[src/rtl/ecc_pkg.sv]
`default_nettype none
// ============================================================================
// Module      : ecc_pkg
// Description : Shared SECDED code definitions: parity-width and column
//               generation functions, injection-mode encodings.
// Revision    : 1.0 - initial release
// ============================================================================
package ecc_pkg;

    localparam int C_MAX_DATA_WIDTH   = 64;
    localparam int C_MAX_PARITY_WIDTH = 8;

    typedef logic [C_MAX_PARITY_WIDTH-1:0] col_t;
    typedef col_t [C_MAX_DATA_WIDTH-1:0]   col_arr_t;

    localparam logic [1:0] C_INJ_NONE   = 2'd0;
    localparam logic [1:0] C_INJ_DATA0  = 2'd1;
    localparam logic [1:0] C_INJ_DATA01 = 2'd2;
    localparam logic [1:0] C_INJ_CHECK0 = 2'd3;

    // Smallest r with 2^(r-1) - r >= data_width.
    function automatic int parity_width(input int data_width);
        int r;
        r = C_MAX_PARITY_WIDTH;
        for (int k = C_MAX_PARITY_WIDTH; k >= 2; k--) begin
            if (((1 << (k - 1)) - k) >= data_width) r = k;
        end
        return r;
    endfunction

    // Data columns: ascending odd-weight values of weight >= 3.
    function automatic col_arr_t gen_columns(input int data_width, input int pwidth);
        col_arr_t cols;
        int       idx;
        int       w;
        cols = '0;
        idx  = 0;
        for (int v = 1; v < (1 << C_MAX_PARITY_WIDTH); v++) begin
            if (v < (1 << pwidth)) begin
                w = 0;
                for (int b = 0; b < C_MAX_PARITY_WIDTH; b++) w += (v >> b) & 1;
                if ((w >= 3) && (w % 2 == 1) && (idx < data_width)) begin
                    cols[idx] = col_t'(v);
                    idx++;
                end
            end
        end
        return cols;
    endfunction

endpackage
`default_nettype wire

[src/rtl/ecc_secded_core.sv]
`default_nettype none
// ============================================================================
// Module      : ecc_secded_core
// Description : Combinational SECDED parity generator and syndrome decoder.
// Revision    : 1.0 - initial release
// ============================================================================
module ecc_secded_core
    import ecc_pkg::*;
#(
    parameter  int DATA_WIDTH   = 20,
    localparam int PARITY_WIDTH = parity_width(DATA_WIDTH)
) (
    input  logic [DATA_WIDTH-1:0]   i_data,
    output logic [PARITY_WIDTH-1:0] o_parity,
    input  logic [PARITY_WIDTH-1:0] i_syndrome,
    output logic [DATA_WIDTH-1:0]   o_flip_mask,
    output logic                    o_sbit,
    output logic                    o_dbit
);

    localparam col_arr_t C_COLS = gen_columns(DATA_WIDTH, PARITY_WIDTH);

    logic [DATA_WIDTH-1:0] w_mask;
    logic                  w_onehot;

    for (genvar j = 0; j < PARITY_WIDTH; j++) begin : g_parity
        logic [DATA_WIDTH-1:0] w_sel;
        for (genvar i = 0; i < DATA_WIDTH; i++) begin : g_sel
            assign w_sel[i] = C_COLS[i][j];
        end
        assign o_parity[j] = ^(i_data & w_sel);
    end

    for (genvar i = 0; i < DATA_WIDTH; i++) begin : g_mask
        assign w_mask[i] = (i_syndrome == C_COLS[i][PARITY_WIDTH-1:0]);
    end

    // One-hot syndrome means a flipped check bit: flagged but data untouched.
    assign w_onehot    = $onehot(i_syndrome);
    assign o_flip_mask = w_mask;
    assign o_sbit      = (|w_mask) || w_onehot;
    assign o_dbit      = (i_syndrome != '0) && !o_sbit;

endmodule
`default_nettype wire

[src/rtl/ecc_secded_pipe.sv]
`default_nettype none
// ============================================================================
// Module      : ecc_secded_pipe
// Description : Registered SECDED encoder with injection, two-stage decode
//               pipeline, saturating error counters and first-error capture.
// Revision    : 1.0 - initial release
// ============================================================================
module ecc_secded_pipe
    import ecc_pkg::*;
#(
    parameter  int DATA_WIDTH   = 20,
    parameter  int CNT_WIDTH    = 16,
    localparam int PARITY_WIDTH = parity_width(DATA_WIDTH)
) (
    input  logic                    clk,
    input  logic                    rst_n,
    input  logic [DATA_WIDTH-1:0]   enc_data,
    input  logic [1:0]              enc_inj,
    output logic [DATA_WIDTH-1:0]   enc_data_q,
    output logic [PARITY_WIDTH-1:0] enc_parity_q,
    input  logic                    dec_valid,
    output logic                    dec_ready,
    input  logic [DATA_WIDTH-1:0]   dec_data,
    input  logic [PARITY_WIDTH-1:0] dec_parity,
    input  logic                    dec_bypass,
    output logic                    out_valid,
    input  logic                    out_ready,
    output logic [DATA_WIDTH-1:0]   out_data,
    output logic                    out_sbit,
    output logic                    out_dbit,
    output logic [CNT_WIDTH-1:0]    sbit_cnt,
    output logic [CNT_WIDTH-1:0]    dbit_cnt,
    output logic [PARITY_WIDTH-1:0] err_syn,
    output logic                    err_vld,
    input  logic                    cnt_clr
);

    logic [PARITY_WIDTH-1:0] w_enc_parity;
    logic [DATA_WIDTH-1:0]   w_enc_unused_mask;
    logic                    w_enc_unused_sbit;
    logic                    w_enc_unused_dbit;
    logic [DATA_WIDTH-1:0]   w_inj_data;
    logic [PARITY_WIDTH-1:0] w_inj_par;

    logic [PARITY_WIDTH-1:0] w_dec_parity;
    logic [DATA_WIDTH-1:0]   w_flip;
    logic                    w_sbit;
    logic                    w_dbit;
    logic                    w_s2_free;
    logic                    w_xfer;

    logic                    r_s1_valid;
    logic [DATA_WIDTH-1:0]   r_s1_data;
    logic [PARITY_WIDTH-1:0] r_s1_syn;
    logic                    r_s1_bypass;
    logic [PARITY_WIDTH-1:0] r_s2_syn;

    ecc_secded_core #(.DATA_WIDTH(DATA_WIDTH)) u_enc_core (
        .i_data      (enc_data),
        .o_parity    (w_enc_parity),
        .i_syndrome  ('0),
        .o_flip_mask (w_enc_unused_mask),
        .o_sbit      (w_enc_unused_sbit),
        .o_dbit      (w_enc_unused_dbit)
    );

    // Parity is formed on dec_data in stage 1, correction on r_s1_syn in stage 2.
    ecc_secded_core #(.DATA_WIDTH(DATA_WIDTH)) u_dec_core (
        .i_data      (dec_data),
        .o_parity    (w_dec_parity),
        .i_syndrome  (r_s1_syn),
        .o_flip_mask (w_flip),
        .o_sbit      (w_sbit),
        .o_dbit      (w_dbit)
    );

    always_comb begin
        w_inj_data = '0;
        w_inj_par  = '0;
        case (enc_inj)
            C_INJ_DATA0:  w_inj_data[0]   = 1'b1;
            C_INJ_DATA01: w_inj_data[1:0] = 2'b11;
            C_INJ_CHECK0: w_inj_par[0]    = 1'b1;
            default:      ;
        endcase
    end

    always_ff @(posedge clk or negedge rst_n) begin
        if (!rst_n) begin
            enc_data_q   <= '0;
            enc_parity_q <= '0;
        end else begin
            enc_data_q   <= enc_data ^ w_inj_data;
            enc_parity_q <= w_enc_parity ^ w_inj_par;
        end
    end

    assign w_s2_free = !out_valid || out_ready;
    assign dec_ready = !r_s1_valid || w_s2_free;
    assign w_xfer    = out_valid && out_ready;

    always_ff @(posedge clk or negedge rst_n) begin
        if (!rst_n) begin
            r_s1_valid  <= 1'b0;
            r_s1_data   <= '0;
            r_s1_syn    <= '0;
            r_s1_bypass <= 1'b0;
            out_valid   <= 1'b0;
            out_data    <= '0;
            out_sbit    <= 1'b0;
            out_dbit    <= 1'b0;
            r_s2_syn    <= '0;
        end else begin
            if (dec_ready) begin
                r_s1_valid <= dec_valid;
                if (dec_valid) begin
                    r_s1_data   <= dec_data;
                    r_s1_syn    <= dec_parity ^ w_dec_parity;
                    r_s1_bypass <= dec_bypass;
                end
            end
            if (w_s2_free) begin
                out_valid <= r_s1_valid;
                if (r_s1_valid) begin
                    out_data <= r_s1_bypass ? r_s1_data : (r_s1_data ^ w_flip);
                    out_sbit <= !r_s1_bypass && w_sbit;
                    out_dbit <= !r_s1_bypass && w_dbit;
                    r_s2_syn <= r_s1_syn;
                end
            end
        end
    end

    always_ff @(posedge clk or negedge rst_n) begin
        if (!rst_n) begin
            sbit_cnt <= '0;
            dbit_cnt <= '0;
            err_syn  <= '0;
            err_vld  <= 1'b0;
        end else if (cnt_clr) begin
            sbit_cnt <= '0;
            dbit_cnt <= '0;
            err_syn  <= '0;
            err_vld  <= 1'b0;
        end else if (w_xfer) begin
            if (out_sbit && (sbit_cnt != {CNT_WIDTH{1'b1}})) sbit_cnt <= sbit_cnt + CNT_WIDTH'(1);
            if (out_dbit && (dbit_cnt != {CNT_WIDTH{1'b1}})) dbit_cnt <= dbit_cnt + CNT_WIDTH'(1);
            if ((out_sbit || out_dbit) && !err_vld) begin
                err_syn <= r_s2_syn;
                err_vld <= 1'b1;
            end
        end
    end

endmodule
`default_nettype wire

[config.mk]
export PLATFORM = sky130hd
export DESIGN_NAME = ecc_secded_pipe
export DESIGN_NICKNAME = d
export VERILOG_FILES = /design/src/rtl/ecc_pkg.sv /design/src/rtl/ecc_secded_core.sv /design/src/rtl/ecc_secded_pipe.sv
export SDC_FILE = /design/constraint.sdc
export NUM_CORES = 1
export LEC_CHECK = 0
export ABC_AREA = 1
export BUFFER_PORTS_ARGS = -buffer_cell sky130_fd_sc_hd__clkbuf_2
export CAP_MARGIN = 0
export CORE_MARGIN = 2
export CORE_UTILIZATION = 35
export CTS_BUF_LIST = sky130_fd_sc_hd__clkbuf_8
export DETAILED_ROUTE_END_ITERATION = 8
export PLACE_DENSITY_LB_ADDON = 0.25
export SYNTH_ARGS = -nofsm -noshare
export SYNTH_HDL_FRONTEND = slang
export SYNTH_SLANG_ARGS = --single-unit
[constraint.sdc]
create_clock -name clk -period 3.5 [get_ports clk]
set_clock_uncertainty 0.05 [all_clocks]
set_input_delay 0.525 -clock clk [delete_from_list [all_inputs] [get_ports clk]]
set_output_delay 0.525 -clock clk [all_outputs]
set_load 0.01 [all_outputs]
### Word-level counts from Yosys, hierarchy flattened

Index checks and enable logic that the tools add are counted.

* $add $sub $neg: 7
* $mul: 0
* div/mod/pow operators: 0
* $lt $le $gt $ge: 0
* eq/ne operators: 26
* shift-type cells: 0
* multiplexer cells: 16
* bitwise logic cells: 4
* reductions and logical operators: 40

Operators with widths (number)
* 20-bit XOR reduction: 12
* 16-bit two-way mux: 6
* 6-bit == test (second input constant): 9
* 6-bit by 5-bit == test with 1-bit output (second input constant): 7
* 16-bit by 1-bit adder with 16-bit output (second input constant): 2
* 16-bit inequality test (second input constant): 2
* 20-bit two-way mux: 1
* 20-bit OR reduction: 1
* 20-bit by 2-bit XOR with 20-bit output: 1
* 20-bit XOR: 1
* 6-bit by 4-bit == test with 1-bit output (second input constant): 3
* 6-bit two-way mux: 3
* 2-bit AND reduction: 5
* 2-bit nonzero test: 4
* 1-bit logical AND: 7
* 1-bit by 1-bit adder with 2-bit output: 3
* 3-bit adder: 2
* 6-bit by 3-bit == test with 1-bit output (second input constant): 1
* 1-bit two-way mux: 6
* 6-bit nonzero test: 1
* 6-bit by 1-bit XOR with 6-bit output: 1
* 6-bit XOR: 1
* 1-bit logical NOT: 5
* 2-bit == test (second input constant): 2
* other kinds (4): 7

* register bits: 122
* latch bits: 0
* bits in writable memories: 0
* memory bits (read-only): 0
* input bits: 54
* output and inout bits: 89
* word-level logic and storage cells: 108
* memories kept: 0

### Logic depth before layout (Yosys ltp)

Gate-level depths: netlist (run 1).

* word-level depth: 8
* depth in mapped cells: 12
* mapped depth without buffers: 12

### Hierarchy

From an unflattened synthesis (run 1), not the netlist that was laid out.

* cell total of the unflattened synthesis: 1064
* area total of the unflattened synthesis: 7813.7 µm²

Modules (own cells, without submodules)
* ecc_secded_pipe: instances 1, cells an instance 618, area each 5501.5 µm², sequential area each 3052.9 µm²
* ecc_secded_core: instances 2, cells an instance 223, area each 1156.1 µm², sequential area each 0.0 µm²

### Least setup slack after synthesis (run 1)

No wires, ideal clock.

* kind: reg2reg
* start: register r_s1_syn[0]
* end: register out_sbit
* setup time: 117 ps
* arrival time: 1891 ps
* data required time: 3333 ps
* path slack: 1442 ps
* stages on the path, launching flop included: 12
* path through: dfrtp_1 > ha_1 > inv_1 > fa_1 > inv_1 > ha_1 > nand3b_1 > nor2_1 > nor3_1 > nand3_1 > nand2_1 > nand2_1

* cells in the longest elaborated chain, start to end: 6
* elaborated cells on any way between the ends: 27
* those cells by class: add/sub: 3; eq/ne: 21; reduce/logical: 3

Ends and longest elaborated chain
* start, declared: line ecc_secded_pipe.sv:54 `logic [PARITY_WIDTH-1:0] r_s1_syn;`
* start signal, assigned: line ecc_secded_pipe.sv:118 `r_s1_syn <= dec_parity ^ w_dec_parity;`
* 1-bit by 1-bit adder with 2-bit output (implied by the code): line ecc_secded_core.sv:39 `assign w_onehot = $onehot(i_syndrome);`
* 3-bit adder (implied by the code) (2 in a row): line ecc_secded_core.sv:39
* 3-bit by 1-bit == test with 1-bit output: line ecc_secded_core.sv:39
* 1-bit logical OR (*): line ecc_secded_core.sv:41 `assign o_sbit = (|w_mask) || w_onehot;`
* 1-bit logical AND (*): line ecc_secded_pipe.sv:126 `out_sbit <= !r_s1_bypass && w_sbit;`
* end signal, assigned: line ecc_secded_pipe.sv:126
* end, declared: line ecc_secded_pipe.sv:29 `output logic out_sbit,`

Mark *: on every way between the ends. The rest lies on a longest branch, timed or not.
A chain may end at the register's enable or synchronous reset.

### Worst setup path in the final report (run 1)

* start: register r_s1_syn[3]
* end: register out_dbit

* cells in the longest elaborated chain, start to end: 8
* elaborated cells on any way between the ends: 30
* those cells by class: add/sub: 3; eq/ne: 21; reduce/logical: 6

Ends and longest elaborated chain
* 1-bit by 1-bit adder with 2-bit output (implied by the code): line ecc_secded_core.sv:39
* 3-bit adder (implied by the code) (2 in a row): line ecc_secded_core.sv:39
* 3-bit by 1-bit == test with 1-bit output: line ecc_secded_core.sv:39
* 1-bit logical OR: line ecc_secded_core.sv:41
* 1-bit logical NOT: line ecc_secded_core.sv:42 `assign o_dbit = (i_syndrome != '0) && !o_sbit;`
* 1-bit logical AND (*): line ecc_secded_core.sv:42
* 1-bit logical AND (*): line ecc_secded_pipe.sv:127 `out_dbit <= !r_s1_bypass && w_dbit;`
* end signal, assigned: line ecc_secded_pipe.sv:127
* end, declared: line ecc_secded_pipe.sv:30 `output logic out_dbit,`

Marked as above.

==> impl_metrics.tcl, run 1 <==
set metrics [dict create \
    dp_hpwl_um 13300 \
    place_area_mm2 0.007905 \
    drt_iter0_drc 278 \
    postCtsHoldBufs 0 \
    p_per_area_mw_per_mm2 521.5 \
    start_kind "register" \
    grt_usage_pct 16.93 \
    synth.ff_latch_count 122 \
    die_w_um 144.8 \
    leakagePower_nw 4.312 \
    wl_per_cell_um 13.31 \
    wl_met2_um 7835 \
    drv_cap 0 \
    grt_overflow 0 \
    antenna_cells 0 \
    drv_slew 0 \
    numCtsBuffers 17 \
    ff2ff_path_depth 10 \
    clkLatencyLatePin_ns 0.44 \
    synth_cells 866 \
    drc 0 \
    r2r-end "out_dbit$_DFFE_PN0P_" \
    synth.distinct_cells 36 \
    clock_sinks 122 \
    end_kind "register" \
    synth.avg_cell_area_um2 8.013 \
    core_mm2 0.01946 \
    cts_setup_buffers 0 \
    reg2reg_from "r_s1_syn[3]$_DFFE_PN0P_" \
    die_height_um 144.8 \
    final_cell_mix "nand2_1, clkbuf_2, dfrtp_1" \
    crit_path_max_fanout 6 \
    rows 51 \
    seq_area_frac_synth_pct 44.00 \
    cts_tree "done" \
    htree_levels 4 \
    fin_crit_ns 2.281 \
    crit_path_cell_trace "ha_1, inv_1, fa_1, inv_1, ha_1, nand3b_1, nor2_1, nor3_1, nand3_1, o21ai_0" \
    final_nets 1080 \
    crit_family "adder cells" \
    area_growth_pct 20.28 \
    yosys_warnings 0 \
    setup_viol 0 \
    period_share_pct 65.19 \
    cp.depth 10 \
    io_pins 143 \
    die-area_mm2 0.02097 \
    setup.worst_path.start "r_s1_syn[3]$_DFFE_PN0P_" \
    crit_arrival_ns 2.56 \
    num-fill-cells 2020 \
    dr.pass1.iters 4 \
    rsz0062_at_grt "false" \
    first_global_vias 5574 \
    totalWireLength_um 17090 \
    ctsResizeCount 0 \
    peakVddDrop_uv 257.4 \
    slew_headroom_pct 46.38 \
    syn-num-nets 940 \
    clk_pin_slew_worst_paths_ns 0.08 \
    wl_met1_um 8202 \
    clockBufferDepth 2 \
    grt_max_degree 61 \
    crit_required_ns 3.78 \
    hp-class "primary input to async pin" \
    clockRootBuffer "clkbuf_8" \
    tightest_slew_ns 0.8043 \
    grt_pass1_wl_um 27630 \
    vias 5841 \
    ff2ff_setup_slack_ns 1.22 \
    portBuffers 142 \
    viasPerCell 4.549 \
    final.setup.tns_ns 0 \
    fin_area_mm2 0.008347 \
    ant_nets 0 \
    max_freq_ghz 0.4383 \
    initial_core_util_pct 35.65 \
    wl_met3_um 858 \
    status "completed" \
    place.gp.congestion 0.9266 \
    synth_area_mm2 0.006939 \
    worstSetupPathType "register to register" \
    antenna_found_initial 0 \
    final_hold_viol_count 0 \
    top_layer_used "met4" \
    area.sequential_mm2 0.003053 \
    drive_above_1_share_pct 18.94 \
    critical_path_buf_inv_count 2 \
    endpoint "out_dbit$_DFFE_PN0P_" \
    multi_input_area_mm2 0.003506 \
    crit_path_top_delay_cell "fa_1" \
    slowest_delay_ns 0.49 \
    final_common_cell "nand2_1" \
]
stage by stage:
step,instances,utilization (%),total power (W),setup WS [ns],hold slack [ns]
detailed placement,1252,40.62,0.003014,1.212,0.4254
finish,1284,42.89,0.004353,1.219,0.1096
global route,1284,42.89,0.004658,0.9389,0.1443
CTS,1284,42.89,0.004424,1.194,0.1314
global placement,1252,40.62,0.002988,1.259,0.4184
floorplan,866,-,0.002552,1.442,0.1794
state kept, by name, indices dropped and copies added (netlist names), 6 cells and up:
| register | flops |
|---|---|
| sbit_cnt | 16 |
| dbit_cnt | 16 |
| out_data | 20 |
| err_syn | 6 |
| enc_data_q | 20 |
| r_s1_data | 20 |
| enc_parity_q | 6 |
| r_s2_syn | 6 |
| r_s1_syn | 6 |
synthesized netlist by cell type:
cell	n	area share, %
clkbuf_1	16	0.87
xnor2_1	60	7.6
nand3_1	97	7.0
o31ai_1	6	0.65
nand3_2	1	0.14
nand4_1	7	0.63
dfrtp_1	122	44
o21bai_1	1	0.11
inv_2	2	0.11
nor3_4	1	0.23
nand2_2	2	0.18
inv_1	65	3.5
and3b_1	1	0.13
o21ai_0	44	3.2
nand2_1	269	15
ha_1	18	3.2
or2_2	1	0.090
nand3b_1	2	0.22
fa_1	2	0.58
nand2_4	2	0.32
buf_2	4	0.29
o21ai_1	3	0.22
buf_4	1	0.11
nor2_4	1	0.16
buf_6	3	0.49
a21boi_1	1	0.11
nor2_1	68	3.7
a21oi_1	4	0.29
nor2_2	1	0.090
o2111ai_1	1	0.13
nand4_2	1	0.18
xor2_1	48	6.1
and3_1	2	0.18
o21ai_2	2	0.25
buf_1	2	0.11
nor3_1	5	0.36
worst min path at each step:
stage / start / to / slack, ns / cells after the start
3_5_place_dp: r_s2_syn[5]$_DFFE_PN0P_ / r_s2_syn[5]$_DFFE_PN0P_ / 0.43 / 2
6_report: rst_n / sbit_cnt[10]$_DFFE_PN0P_ / 0.11 / 1
4_1_cts: enc_data[9] / enc_data_q[9]$_DFF_PN0_ / 0.13 / 1
5_1_grt: enc_data[9] / enc_data_q[9]$_DFF_PN0_ / 0.14 / 1
3_3_place_gp: out_data[9]$_DFFE_PN0P_ / out_data[9]$_DFFE_PN0P_ / 0.42 / 2
2_1_floorplan: rst_n / dbit_cnt[0]$_DFFE_PN0P_ / 0.18 / 0
metal layers:
metal	track usage [%]	vias up
li1	-	3038
met1	23.07	2675
met2	26.61	112
met3	4.146	16
met4	5.212	0
met5	0	-
cells by family (layout without fill, tap and decap cells):
| family | count (synthesis) | in the layout | share of synthesized area, % |
|---|---|---|---|
| simple gates | 461 | 461 | 28.15 |
| buf+inv | 93 | 246 | 5.482 |
| fa+ha+maj | 20 | 20 | 3.823 |
| flops | 122 | 122 | 44.00 |
| compound gates | 62 | 62 | 4.923 |
| xor+xnor | 108 | 108 | 13.63 |
power breakdown:
part	leakage, nW	internal [W]	switching (W)
logic	2.54	0.000446	0.000716
registers	1.55	0.00164	0.000161
clock network	0.220	0.000799	0.000590
cell type report:
type | instances | area share, %
clock buffer | 18 | 2.968
clock inverter | 14 | 2.323
inverter | 67 | 3.013
multi-input combinational | 651 | 42.00
sequential | 122 | 36.58
tap | 265 | 3.972
timing repair buffer | 147 | 9.144
Power figures use the tool's default switching activity.
==> inputs of run 2 (changes only) <==
==> constraint.sdc (replaced) <==
create_clock -name clk -period 2.1 [get_ports clk]
set_clock_uncertainty 0.05 [all_clocks]
set_input_delay 0.315 -clock clk [delete_from_list [all_inputs] [get_ports clk]]
set_output_delay 0.315 -clock clk [all_outputs]
set_load 0.01 [all_outputs]
==> run 2 against run 1 <==
Against the previous run:
- the run now ends with negative setup slack left
- sequential power grew 66%
- largest cell class unchanged
- global-route usage grew 0.49 points
- flip-flop and latch count is the same
- maximum frequency grew 6.5%
- largest power group unchanged
- combinational power grew 84%
==> impl_metrics.tcl, run 2 (synthesis results as in run 1) <==
set metrics [dict create \
    start_kind "register" \
    die_height_um 144.8 \
    rows 51 \
    die_w_um 144.8 \
    end_kind "register" \
    reg_top3 "enc_data_q (20), out_data (20), r_s1_data (20)" \
    htree_levels 4 \
    hp-start "enc_data[17]" \
    num-fill-cells 1989 \
    peakVddDrop_uv 409.3 \
    dr.pass1.iters 4 \
    antenna_cells 0 \
    crit_path_max_fanout 3 \
    clk_pin_slew_worst_paths_ns 0.07 \
    final_hold_viol_count 0 \
    io_pins 143 \
    final_util_pct 44.56 \
    multi_input_area_mm2 0.003511 \
    grt_max_degree 50 \
    crit_arrival_ns 2.41 \
    final_nets 1122 \
    drc 0 \
    vias 6047 \
    clockRootBuffer "clkbuf_8" \
    grt_pass1_wl_um 28610 \
    viasPerCell 4.560 \
    final_common_cell "nand2_1" \
    rsz0062_at_grt "true" \
    worstSetupPathType "register to register" \
    wl_per_cell_um 13.23 \
    max_freq_ghz 0.4667 \
    hp-class "primary input to register" \
    drive_above_1_share_pct 20.55 \
    ant_nets 0 \
    place.gp.congestion 0.8997 \
    core_mm2 0.01946 \
    p_total_w 0.007206 \
    clkLatencyLatePin_ns 0.43 \
    slew_headroom_pct 56.04 \
    die-area_mm2 0.02097 \
    tightest_slew_ns 0.6595 \
    grt_overflow 0 \
    drv_slew 0 \
    area.sequential_mm2 0.003053 \
    hold_ws_ns 0.04963 \
    period_share_pct 102.0 \
    status "finished, violations left" \
    final.setup.worst_slack_ns -0.04254 \
    first_global_vias 5706 \
    final_cell_mix "nand2_1, clkbuf_2, dfrtp_1" \
    reg2reg_from "r_s1_syn[5]$_DFFE_PN0P_" \
    setup_viol 2 \
    dpl.cell_count 1272 \
    crit_required_ns 2.37 \
    antenna_found_initial 0 \
    setup.worst_path.start "r_s1_syn[5]$_DFFE_PN0P_" \
    totalWireLength_um 17540 \
    final_cells 1326 \
    portBuffers 142 \
    clockBufferDepth 2 \
    dp_hpwl_um 13340 \
    drt_iter0_drc 284 \
    area_growth_pct 24.99 \
    leakagePower_nw 4.475 \
    clock_sinks 122 \
    grt_usage_pct 17.42 \
    violations "negative setup slack" \
    fin_crit_ns 2.143 \
    p_per_area_mw_per_mm2 830.8 \
    initial_core_util_pct 35.65 \
    drv_cap 0 \
    cts_tree "done" \
    numCtsBuffers 17 \
]
## run 2: final cells by class
type | count | share of cell area (%)
Clock inverter | 13 | 1.486
Multi-Input combinational cell | 651 | 40.48
Tap cell | 265 | 3.823
Timing Repair Buffer | 189 | 13.10
Inverter | 67 | 2.900
Clock buffer | 19 | 3.015
Sequential cell | 122 | 35.20
## run 2: timing repair
item	in CTS	in global routing
endpoints found under the hold margin	33	0
gates resized for setup	4	0
hold buffers	18	0
setup endpoints to repair	2	2
pin swaps	2	1
setup buffers	2	2
cloned	0	0
## run 2: critical path, cell delays in order (launching register included)
cell	delay, ns
dfrtp_1	0.38
ha_2	0.21
inv_2	0.05
fa_1	0.52
inv_1	0.05
ha_1	0.27
nand3b_1	0.09
nor2_1	0.04
nor3_1	0.13
nand3_1	0.12
nand2_1	0.08
nand2_1	0.05
## run 2: through the flow
stage / setup WS [ns] / setup TNS [ns] / cell area, um2
floorplan: 0.04221 / 0 / 6939
global placement: 0.003470 / 0 / 8068
detailed placement: -0.07015 / -0.1126 / 8068
CTS: -0.01133 / -0.01133 / 8658
finish: -0.04254 / -0.07690 / 8673
global route: -0.2218 / -0.4089 / 8673
## run 2: where the power goes
part	total, W	switching [W]	internal, W
clock	0.00208	0.000980	0.00110
sequential	0.00299	0.000258	0.00273
combinational	0.00213	0.00124	0.000889
total	0.00721	0.00248	0.00473
## run 2: routing by layer
metal	vias up	wire length, um	GRT usage [%]
met2	125	7936	27.31
met1	2801	8640	24.15
met5	-	0	0
li1	3108	-	-
met3	13	793	4.541
met4	0	170	4.037
## run 2: path summary, 6_finish.rpt
kind / endpoint / slack, ns / cells after the start
max: out_sbit$_DFFE_PN0P_ / -0.04 / 11
min: enc_data_q[17]$_DFF_PN0_ / 0.05 / 1
max reg2reg: out_sbit$_DFFE_PN0P_ / -0.04 / 11
min reg2reg: out_data[11]$_DFFE_PN0P_ / 0.43 / 2
max in group asynchronous: enc_data_q[4]$_DFF_PN0_ / 1.16 / 3
min in group asynchronous: sbit_cnt[11]$_DFFE_PN0P_ / 0.27 / 2
==> inputs of run 3 (changes only) <==
==> constraint.sdc (replaced) <==
create_clock -name clk -period 2.2 [get_ports clk]
set_clock_uncertainty 0.05 [all_clocks]
set_input_delay 0.33 -clock clk [delete_from_list [all_inputs] [get_ports clk]]
set_output_delay 0.33 -clock clk [all_outputs]
set_load 0.01 [all_outputs]
==> run 3 against run 2 <==
Against the previous run:
- global-route usage decreased by 0.13 points
- largest power group unchanged
- core utilization hardly changed
- first-iteration DRC count decreased by 2.5%
- via count fell by 0.18%
- maximum frequency shrank 2.4%
- critical path type unchanged
- the run now ends clean
- critical endpoint unchanged
==> impl_metrics.tcl, run 3 (synthesis results as in run 1) <==
set metrics [dict create \
    p_per_area_mw_per_mm2 819.4 \
    portBuffers 142 \
    clockRootBuffer "clkbuf_8" \
    period_share_pct 99.79 \
    place.gp.congestion 0.8820 \
    core_mm2 0.01946 \
    antenna_found_initial 0 \
    viasPerCell 4.583 \
    reg2reg_from "r_s1_syn[5]$_DFFE_PN0P_" \
    worstSetupPathType "register to register" \
    crit_arrival_ns 2.48 \
    max_freq_ghz 0.4555 \
    grt_max_degree 45 \
    die_w_um 144.8 \
    tightest_slew_ns 0.6811 \
    min_path_cells 1 \
    hp-class "primary input to register" \
    final_hold_viol_count 0 \
    drc 0 \
    leakagePower_nw 4.453 \
    internal_power_w 0.004721 \
    setup.worst_path.start "r_s1_syn[5]$_DFFE_PN0P_" \
    grt_pass1_wl_um 28480 \
    final_nets 1113 \
    final_cell_mix "nand2_1, clkbuf_2, dfrtp_1" \
    totalWireLength_um 17350 \
    io_pins 143 \
    die_height_um 144.8 \
    grt_usage_pct 17.29 \
    peakVddDrop_uv 429.4 \
    ant_nets 0 \
    area_growth_pct 24.94 \
    initial_core_util_pct 35.65 \
    rows 51 \
    antenna_cells 0 \
    status "completed" \
    dp_hpwl_um 13160 \
    hold_ws_ns 0.04885 \
    clockBufferDepth 2 \
    htree_levels 4 \
    p_clk_share_pct 31.9 \
    final_util_pct 44.55 \
    cts_tree "done" \
    first_global_vias 5692 \
    rsz0062_at_grt "true" \
    reg_top3 "enc_data_q (20), out_data (20), r_s1_data (20)" \
    clkLatencyLatePin_ns 0.44 \
    start_kind "register" \
    drv_cap 0 \
    die-area_mm2 0.02097 \
    p_sw_w 0.002383 \
    vias 6036 \
    clock_sinks 122 \
    p_seq_share_pct 40.3 \
    dr.pass1.iters 4 \
    crit_path_max_fanout 4 \
    combPwrFrac_pct 27.8 \
    wl_per_cell_um 13.17 \
    fin_crit_ns 2.195 \
    end_kind "register" \
    final_common_cell "nand2_1" \
    drv_slew 0 \
    clk_pin_slew_worst_paths_ns 0.08 \
    numCtsBuffers 17 \
    slew_headroom_pct 54.59 \
    drive_above_1_share_pct 20.34 \
    drt_iter0_drc 277 \
    swShare_pct 33.54 \
    hp-start "enc_data[17]" \
    crit_required_ns 2.48 \
    grt_overflow 0 \
    ff2ff_path_depth 11 \
    p_total_w 0.007104 \
    setup_viol 0 \
    num-fill-cells 1987 \
]
-- run 3: final cells by class --
class	count	area [um2]	area share (%)
multi-input combinational	651	3513	40.53
clock buffer	19	261.5	3.016
inverter	67	251.5	2.901
tap	265	331.6	3.825
timing repair buffer	180	1069	12.32
sequential	122	3053	35.21
clock inverter	13	190.2	2.194
-- run 3: final timing paths --
path                                                  end  slack, ns
worst min register to register    out_data[4]$_DFFE_PN0P_       0.44
worst max-delay path                 out_sbit$_DFFE_PN0P_      0.005
max in group asynchronous       enc_parity_q[3]$_DFF_PN0_       1.09
worst max register to register       out_sbit$_DFFE_PN0P_      0.005
min in group asynchronous        sbit_cnt[10]$_DFFE_PN0P_       0.37
worst min-delay path             enc_data_q[17]$_DFF_PN0_       0.05
-- run 3: worst max-delay path, stage by stage, from the launching register on --
cell	delay [ns]
dfrtp_1	0.40
ha_2	0.21
inv_2	0.05
fa_1	0.52
inv_1	0.04
ha_1	0.26
nand3b_1	0.09
nor2_1	0.04
nor3_1	0.18
nand3_1	0.13
nand2_1	0.09
nand2_1	0.04
-- run 3: metrics by stage --
step / TNS [ns] / setup WS [ns] / cell area (um2) / cells
2_1_floorplan: 0 / 0.1422 / 6939 / 866
3_5_place_dp: 0 / 0.01569 / 7993 / 1262
5_1_grt: -0.1518 / -0.08421 / 8670 / 1317
3_3_place_gp: 0 / 0.07568 / 7993 / 1262
6_report: 0 / 0.004631 / 8670 / 1317
4_1_cts: 0 / 0.0008193 / 8625 / 1312
-- run 3: per-layer routing --
metal | GRT usage (%) | vias to the layer above | wire (um)
met3 | 4.080 | 16 | 810
met4 | 4.701 | 0 | 231
li1 | - | 3098 | -
met2 | 26.39 | 120 | 7868
met5 | 0 | - | 0
met1 | 24.55 | 2802 | 8437
-- run 3: power groups by stage --
stage	Sequential (W)	Clock, W	Combinational, W
floorplan	0.00296	0	0.00110
global placement	0.00289	0	0.00191
detailed placement	0.00290	0	0.00192
CTS	0.00286	0.00235	0.00195
global route	0.00292	0.00244	0.00224
finish	0.00286	0.00227	0.00198
-- run 3: timing repair --
action	CTS	global route
hold endpoints to repair	54	0
gates resized for setup	0	7
hold buffers	18	0
setup buffers	0	5
setup endpoints to repair	0	2
